**config.mk**
```make
export PLATFORM = sky130hd
export DESIGN_NAME = uart_tx_frame_serializer_flat
export DESIGN_NICKNAME = d
export VERILOG_FILES = /design/src/rtl/uart_tx_frame_serializer_pkg.sv /design/src/rtl/uart_tx_frame_serializer_if.sv /design/src/rtl/uart_tx_frame_serializer.sv /design/src/flat_wrapper.sv
export SDC_FILE = /design/constraint.sdc
export NUM_CORES = 1
export LEC_CHECK = 0
export ABC_AREA = 1
export CAP_MARGIN = 20
export CORE_MARGIN = 4
export CORE_UTILIZATION = 50
export DETAILED_ROUTE_END_ITERATION = 8
export PLACE_DENSITY_LB_ADDON = 0.3
export REMOVE_ABC_BUFFERS = 1
export SLEW_MARGIN = 20
export SYNTH_ARGS = -nofsm -noshare
export SYNTH_HDL_FRONTEND = slang
export SYNTH_SLANG_ARGS = --single-unit
```
**constraint.sdc**
```tcl
create_clock -name Clock -period 1.66 [get_ports Clock]
set_clock_uncertainty 0.05 [all_clocks]
set_input_delay 0.332 -clock Clock [delete_from_list [all_inputs] [get_ports Clock]]
set_output_delay 0.332 -clock Clock [all_outputs]
set_load 0.03 [all_outputs]
```
**src/rtl/uart_tx_frame_serializer_pkg.sv**
```systemverilog
// uart_pkg: shared types for the UART TX frame serializer.
// Holds the FSM state enum, parity-mode codes and has_parity().
package uart_pkg;

  typedef enum logic [2:0] {
    IDLE,
    WAIT,
    START,
    DATA,
    PARITY,
    STOP1,
    STOP2
  } tx_state_e;

  localparam logic [1:0] PAR_NONE     = 2'b00;
  localparam logic [1:0] PAR_ODD      = 2'b01;
  localparam logic [1:0] PAR_EVEN     = 2'b10;
  localparam logic [1:0] PAR_NONE_ALT = 2'b11;

  function automatic logic has_parity(
    input logic [1:0] ptype
  );
    return (ptype == PAR_ODD) ||
           (ptype == PAR_EVEN);
  endfunction

endpackage

```
**src/rtl/uart_tx_frame_serializer_if.sv**
```systemverilog
// Serializer bus: tick/request/config in, line/status out.
// master = upstream driver, slave = serializer.
interface uart_tx_frame_serializer_if #(
  parameter int DATA_WIDTH = 8
);

  logic                  BaudTick;
  logic                  Send;
  logic [DATA_WIDTH-1:0] RegIn;
  logic                  ParityOut;
  logic [1:0]            ParityType;
  logic                  StopBits;
  logic                  DataTx;
  logic                  Busy;
  logic                  Done;

  modport master (
    output BaudTick,
    output Send,
    output RegIn,
    output ParityOut,
    output ParityType,
    output StopBits,
    input  DataTx,
    input  Busy,
    input  Done
  );

  modport slave (
    input  BaudTick,
    input  Send,
    input  RegIn,
    input  ParityOut,
    input  ParityType,
    input  StopBits,
    output DataTx,
    output Busy,
    output Done
  );

endinterface

```
**src/rtl/uart_tx_frame_serializer.sv**
```systemverilog
// UART TX frame serializer: start, data LSB first, parity, stop(s).
// Ports: Clock, ResetN (async low), bus (slave: tick/req in, line out).
module uart_tx_frame_serializer
  import uart_pkg::*;
#(
  parameter int DATA_WIDTH = 8
) (
  input  logic                         Clock,
  input  logic                         ResetN,
  uart_tx_frame_serializer_if.slave    bus
);

  localparam int CW =
    (DATA_WIDTH > 1) ? $clog2(DATA_WIDTH) : 1;
  localparam logic [CW-1:0] LAST =
    CW'(DATA_WIDTH - 1);

  tx_state_e             state_q, state_d;
  logic [CW-1:0]         cnt_q, cnt_d;
  logic [DATA_WIDTH-1:0] shreg_q, shreg_d;
  logic                  par_bit_q, par_bit_d;
  logic                  par_en_q, par_en_d;
  logic                  stop2_q, stop2_d;
  logic                  tx_q, tx_d;
  logic                  busy_q, busy_d;
  logic                  done_q, done_d;

  always_comb begin
    state_d   = state_q;
    cnt_d     = cnt_q;
    shreg_d   = shreg_q;
    par_bit_d = par_bit_q;
    par_en_d  = par_en_q;
    stop2_d   = stop2_q;
    tx_d      = tx_q;
    busy_d    = busy_q;
    done_d    = 1'b0;
    unique case (state_q)
      IDLE: begin
        tx_d   = 1'b1;
        busy_d = 1'b0;
        if (bus.Send) begin
          shreg_d   = bus.RegIn;
          par_bit_d = bus.ParityOut;
          par_en_d  = has_parity(bus.ParityType);
          stop2_d   = bus.StopBits;
          busy_d    = 1'b1;
          state_d   = WAIT;
        end
      end
      WAIT: begin
        // Line stays idle until the next tick so
        // the start bit lands on the tick grid.
        if (bus.BaudTick) begin
          tx_d    = 1'b0;
          state_d = START;
        end
      end
      START: begin
        if (bus.BaudTick) begin
          tx_d    = shreg_q[0];
          shreg_d = shreg_q >> 1;
          cnt_d   = '0;
          state_d = DATA;
        end
      end
      DATA: begin
        // cnt_q is the index of the bit now on the line.
        if (bus.BaudTick) begin
          if (cnt_q == LAST) begin
            cnt_d = '0;
            if (par_en_q) begin
              tx_d    = par_bit_q;
              state_d = PARITY;
            end else begin
              tx_d    = 1'b1;
              state_d = STOP1;
            end
          end else begin
            tx_d    = shreg_q[0];
            shreg_d = shreg_q >> 1;
            cnt_d   = cnt_q + 1'b1;
          end
        end
      end
      PARITY: begin
        if (bus.BaudTick) begin
          tx_d    = 1'b1;
          state_d = STOP1;
        end
      end
      STOP1: begin
        if (bus.BaudTick) begin
          if (stop2_q) begin
            state_d = STOP2;
          end else begin
            busy_d  = 1'b0;
            done_d  = 1'b1;
            state_d = IDLE;
          end
        end
      end
      STOP2: begin
        if (bus.BaudTick) begin
          busy_d  = 1'b0;
          done_d  = 1'b1;
          state_d = IDLE;
        end
      end
      default: begin
        tx_d    = 1'b1;
        busy_d  = 1'b0;
        cnt_d   = '0;
        state_d = IDLE;
      end
    endcase
  end

  always_ff @(posedge Clock or negedge ResetN) begin
    if (!ResetN) begin
      state_q   <= IDLE;
      cnt_q     <= '0;
      shreg_q   <= '0;
      par_bit_q <= 1'b0;
      par_en_q  <= 1'b0;
      stop2_q   <= 1'b0;
      tx_q      <= 1'b1;
      busy_q    <= 1'b0;
      done_q    <= 1'b0;
    end else begin
      state_q   <= state_d;
      cnt_q     <= cnt_d;
      shreg_q   <= shreg_d;
      par_bit_q <= par_bit_d;
      par_en_q  <= par_en_d;
      stop2_q   <= stop2_d;
      tx_q      <= tx_d;
      busy_q    <= busy_d;
      done_q    <= done_d;
    end
  end

  assign bus.DataTx = tx_q;
  assign bus.Busy   = busy_q;
  assign bus.Done   = done_q;

endmodule
```
**src/flat_wrapper.sv**
```systemverilog
// flat-port wrapper written by rule: the top's interface ports become plain ports
module uart_tx_frame_serializer_flat import uart_pkg::*;
#(
  parameter int DATA_WIDTH = 8
)
  (Clock, ResetN, bus_BaudTick, bus_Send, bus_RegIn, bus_ParityOut, bus_ParityType, bus_StopBits, bus_DataTx, bus_Busy, bus_Done);
  uart_tx_frame_serializer_if #(.DATA_WIDTH(DATA_WIDTH)) bus_i ();
  input  logic Clock;
  input  logic ResetN;
  input wire logic [$bits(bus_i.BaudTick)-1:0] bus_BaudTick;
  input wire logic [$bits(bus_i.Send)-1:0] bus_Send;
  input wire logic [$bits(bus_i.RegIn)-1:0] bus_RegIn;
  input wire logic [$bits(bus_i.ParityOut)-1:0] bus_ParityOut;
  input wire logic [$bits(bus_i.ParityType)-1:0] bus_ParityType;
  input wire logic [$bits(bus_i.StopBits)-1:0] bus_StopBits;
  output wire logic [$bits(bus_i.DataTx)-1:0] bus_DataTx;
  output wire logic [$bits(bus_i.Busy)-1:0] bus_Busy;
  output wire logic [$bits(bus_i.Done)-1:0] bus_Done;
  assign bus_i.BaudTick = bus_BaudTick;
  assign bus_i.Send = bus_Send;
  assign bus_i.RegIn = bus_RegIn;
  assign bus_i.ParityOut = bus_ParityOut;
  assign bus_i.ParityType = bus_ParityType;
  assign bus_i.StopBits = bus_StopBits;
  assign bus_DataTx = bus_i.DataTx;
  assign bus_Busy = bus_i.Busy;
  assign bus_Done = bus_i.Done;
  uart_tx_frame_serializer #(.DATA_WIDTH(DATA_WIDTH)) u_core (.Clock(Clock), .ResetN(ResetN), .bus(bus_i));
endmodule
```
==> impl_metrics.tcl <==
set metrics [dict create \
    setup_viol_count_final 0 \
    fin_util_pct 65.87 \
    synth_top_family_by_area "simple AND/OR/NAND/NOR gates" \
    worstMarginPinSlew_ns 0.3000 \
    synth_area_leaders "dfrtp_1 39%, nand2_1 18%, nand3_1 10%, o21ai_0 5.4%, ha_1 3.1%" \
    arrival_ns 1.21 \
    synth-xor-area-share_pct 0.7269 \
    area_growth_pct 23.26 \
    synth_common_cells "58 x nand2_1, 24 x nand3_1, 19 x dfrtp_1, 13 x o21ai_0" \
    rr_worst_depth 7 \
    min_path_type "in2async" \
    post-route-period-util_pct 96.00 \
    grt_max_degree 21 \
    end_kind "output port" \
    start_util_pct 53.44 \
    critPathMaxFanout 2 \
    synth_simple_gate_area_share_pct 40.08 \
    drc 0 \
    worst_path_max_delay_cell "dfstp_2" \
    cts_setup_buffers 0 \
    portBuffers 18 \
    yosysSeqAreaShare_pct 41.64 \
    status "completed" \
    maxSlewViolCount 0 \
    cts_max_path_buffers 2 \
    p_per_area_nw_per_um2 1720 \
    fp.dieH_um 57.09 \
    worst-r2r-setup-slack_ns 0.15 \
    power_w 0.002555 \
    synth_ff_type "dfrtp_1" \
    cts.sink_count 20 \
    die_w_um 57.09 \
    first_pass_iters 4 \
    synth.distinct_cells 27 \
    dr_total_vias 1143 \
    synth_fa_ha_area_share_pct 3.115 \
    drive_above_1_share_pct 14.52 \
    syn_area_sq_um 1205 \
    overflow 0 \
    worst_path_largest_cell_delay_ns 0.55 \
    grt_setup_unrepaired "no" \
    synth_most_common_cell "nand2_1" \
    dp_hpwl_mm 2.027 \
    crit_buf_inv 1 \
    antennaDiodeCount 0 \
    core_area_sq_um 2255 \
    required_ns 1.28 \
    grt_pass1_vias 964 \
    worstReg2RegEnd "u_core.shreg_q[1]" \
    async_flop_share_pct 100.0 \
    dpl.cell_count 209 \
    period_needed_ns 1.594 \
    dieArea_sq_um 3259 \
    first_iter_violations 41 \
    path_cells "clkdlybuf4s15_1" \
    p_leak_nw 0.7538 \
    grtUsageTotal_pct 16.88 \
    muxShareOfSynthArea_pct 0.9346 \
    maxCapViolCount 0 \
    grt_pass1_wl_mm 4.381 \
    finalNonFillerCells 214 \
    rr_startpoint "u_core.cnt_q[0]" \
    antenna_found_initial 0 \
    drt-total-wl_mm 2.705 \
    netlist_instances 161 \
    clk_pin_slew_worst_paths_ns 0.12 \
    gp_congestion 0.8868 \
    yosysWarnings 0 \
    postCtsHoldBufs 0 \
    ir_drop_mv 0.8718 \
    yosysTopAreaCell "dfrtp_1" \
    ant_nets 0 \
    cts_buffers 3 \
    ys_seq_elements 20 \
    tritoncts "built" \
    setup.worst_path.class "reg2out" \
    cp_top_family "flip-flops" \
    synth_compound_area_share_pct 7.684 \
    max_slew_margin_pct 80.08 \
    tns_ns 0 \
    routedWlPerCell_um 12.64 \
    synth.avg_cell_area_sq_um 7.484 \
    rows 17 \
    synth_top_area_share_pct 39.46 \
    cts-root-buf "clkbuf_4" \
    finalHoldViolCount 0 \
    vias_per_cell 5.341 \
    clkLatencyLatePin_ns 0.30 \
    fin_nets 206 \
    max_freq_mhz 627.5 \
    h-tree-depth 1 \
    pin_count 19 \
    cp-start-kind "flip-flop" \
    synth_edf_count 0 \
]
per-stage QoR:
step	hold WS (ns)	setup WS, ns	area [sq um]
after floorplan	-0.01359	0.2967	1181
after global placement	0.4059	0.04778	1434
after detailed placement	0.4084	0.005724	1434
after CTS	0.3013	0.02626	1466
after global routing	0.3124	0.02689	1485
final	0.3042	0.06638	1485
worst max path at each step:
stage | from | to | slack (ns) | depth (start not counted)
final | u_core.bus.DataTx | bus_DataTx | 0.07 | 1
after global routing | u_core.bus.DataTx | bus_DataTx | 0.03 | 1
after CTS | u_core.bus.DataTx | bus_DataTx | 0.03 | 1
after detailed placement | bus_BaudTick | u_core.shreg_q[1] | 0.006 | 7
after global placement | bus_BaudTick | u_core.shreg_q[1] | 0.05 | 7
after floorplan | u_core.cnt_q[0] | u_core.shreg_q[0] | 0.30 | 7
flip-flops by register name, indices dropped and copies added, names as in the netlist:
name and flops:
u_core.cnt_q 3, u_core.par_en_q 1, u_core.bus.DataTx 1, u_core.bus.Busy 1
u_core.shreg_q 8, u_core.state_q 3, u_core.stop2_q 1, u_core.bus.Done 1
u_core.par_bit_q 1
what timing repair did:
action                     in CTS  in global routing
setup endpoints to repair       3                  3
gates resized for setup         3                  5
gates cloned                    0                  1
pin swaps                       0                  1
where the power goes:
part / internal [W] / total (W) / switching, W
registers: 0.000705 / 0.000876 / 0.000171
clock network: 0.000134 / 0.000289 / 0.000155
logic: 0.000502 / 0.00139 / 0.000888
cells by family (layout without fill, tap and decap cells):
kind of cell,after synthesis,in the layout
muxes,1,1
xor gates and xnor gates,1,1
buffers and inverters,14,38
and+or+nand+nor,104,105
AOI/OAI and AO/OA,18,18
adders and majority gates,3,3
DFF,20,20
layer usage:
metal  vias to the layer above  wire length [um]  track usage [%]  share of wire [%]
met5                         -                 0                0                  0
met1                       527              1258            24.40                 47
met2                        32              1276            25.61                 47
met4                         0                16            5.298               0.59
met3                         2               154            2.941                5.7
li1                        582                 -                -                  -
cell usage in the layout, fill, tap and decap left out, types with 3 or more instances in the layout:
master | netlist | layout
a21oi_1 | 3 | 3
buf_4 | 1 | 5
clkbuf_4 | 0 | 3
clkdlybuf4s50_1 | 0 | 15
dfrtp_1 | 19 | 17
inv_1 | 9 | 9
nand2_1 | 58 | 57
nand2_2 | 2 | 3
nand3_1 | 24 | 24
nand3_2 | 2 | 3
nor2_1 | 9 | 9
o21ai_0 | 13 | 13
cell type report:
| cell class | count | area (sq um) |
|---|---|---|
| Tap cell | 28 | 35.03 |
| Multi-Input combinational cell | 128 | 648.1 |
| Clock buffer | 4 | 36.28 |
| Inverter | 11 | 46.29 |
| Timing Repair Buffer | 23 | 215.2 |
| Fill cell | 204 | 769.5 |
| Sequential cell | 20 | 504.2 |
Power figures use the tool's default switching activity.
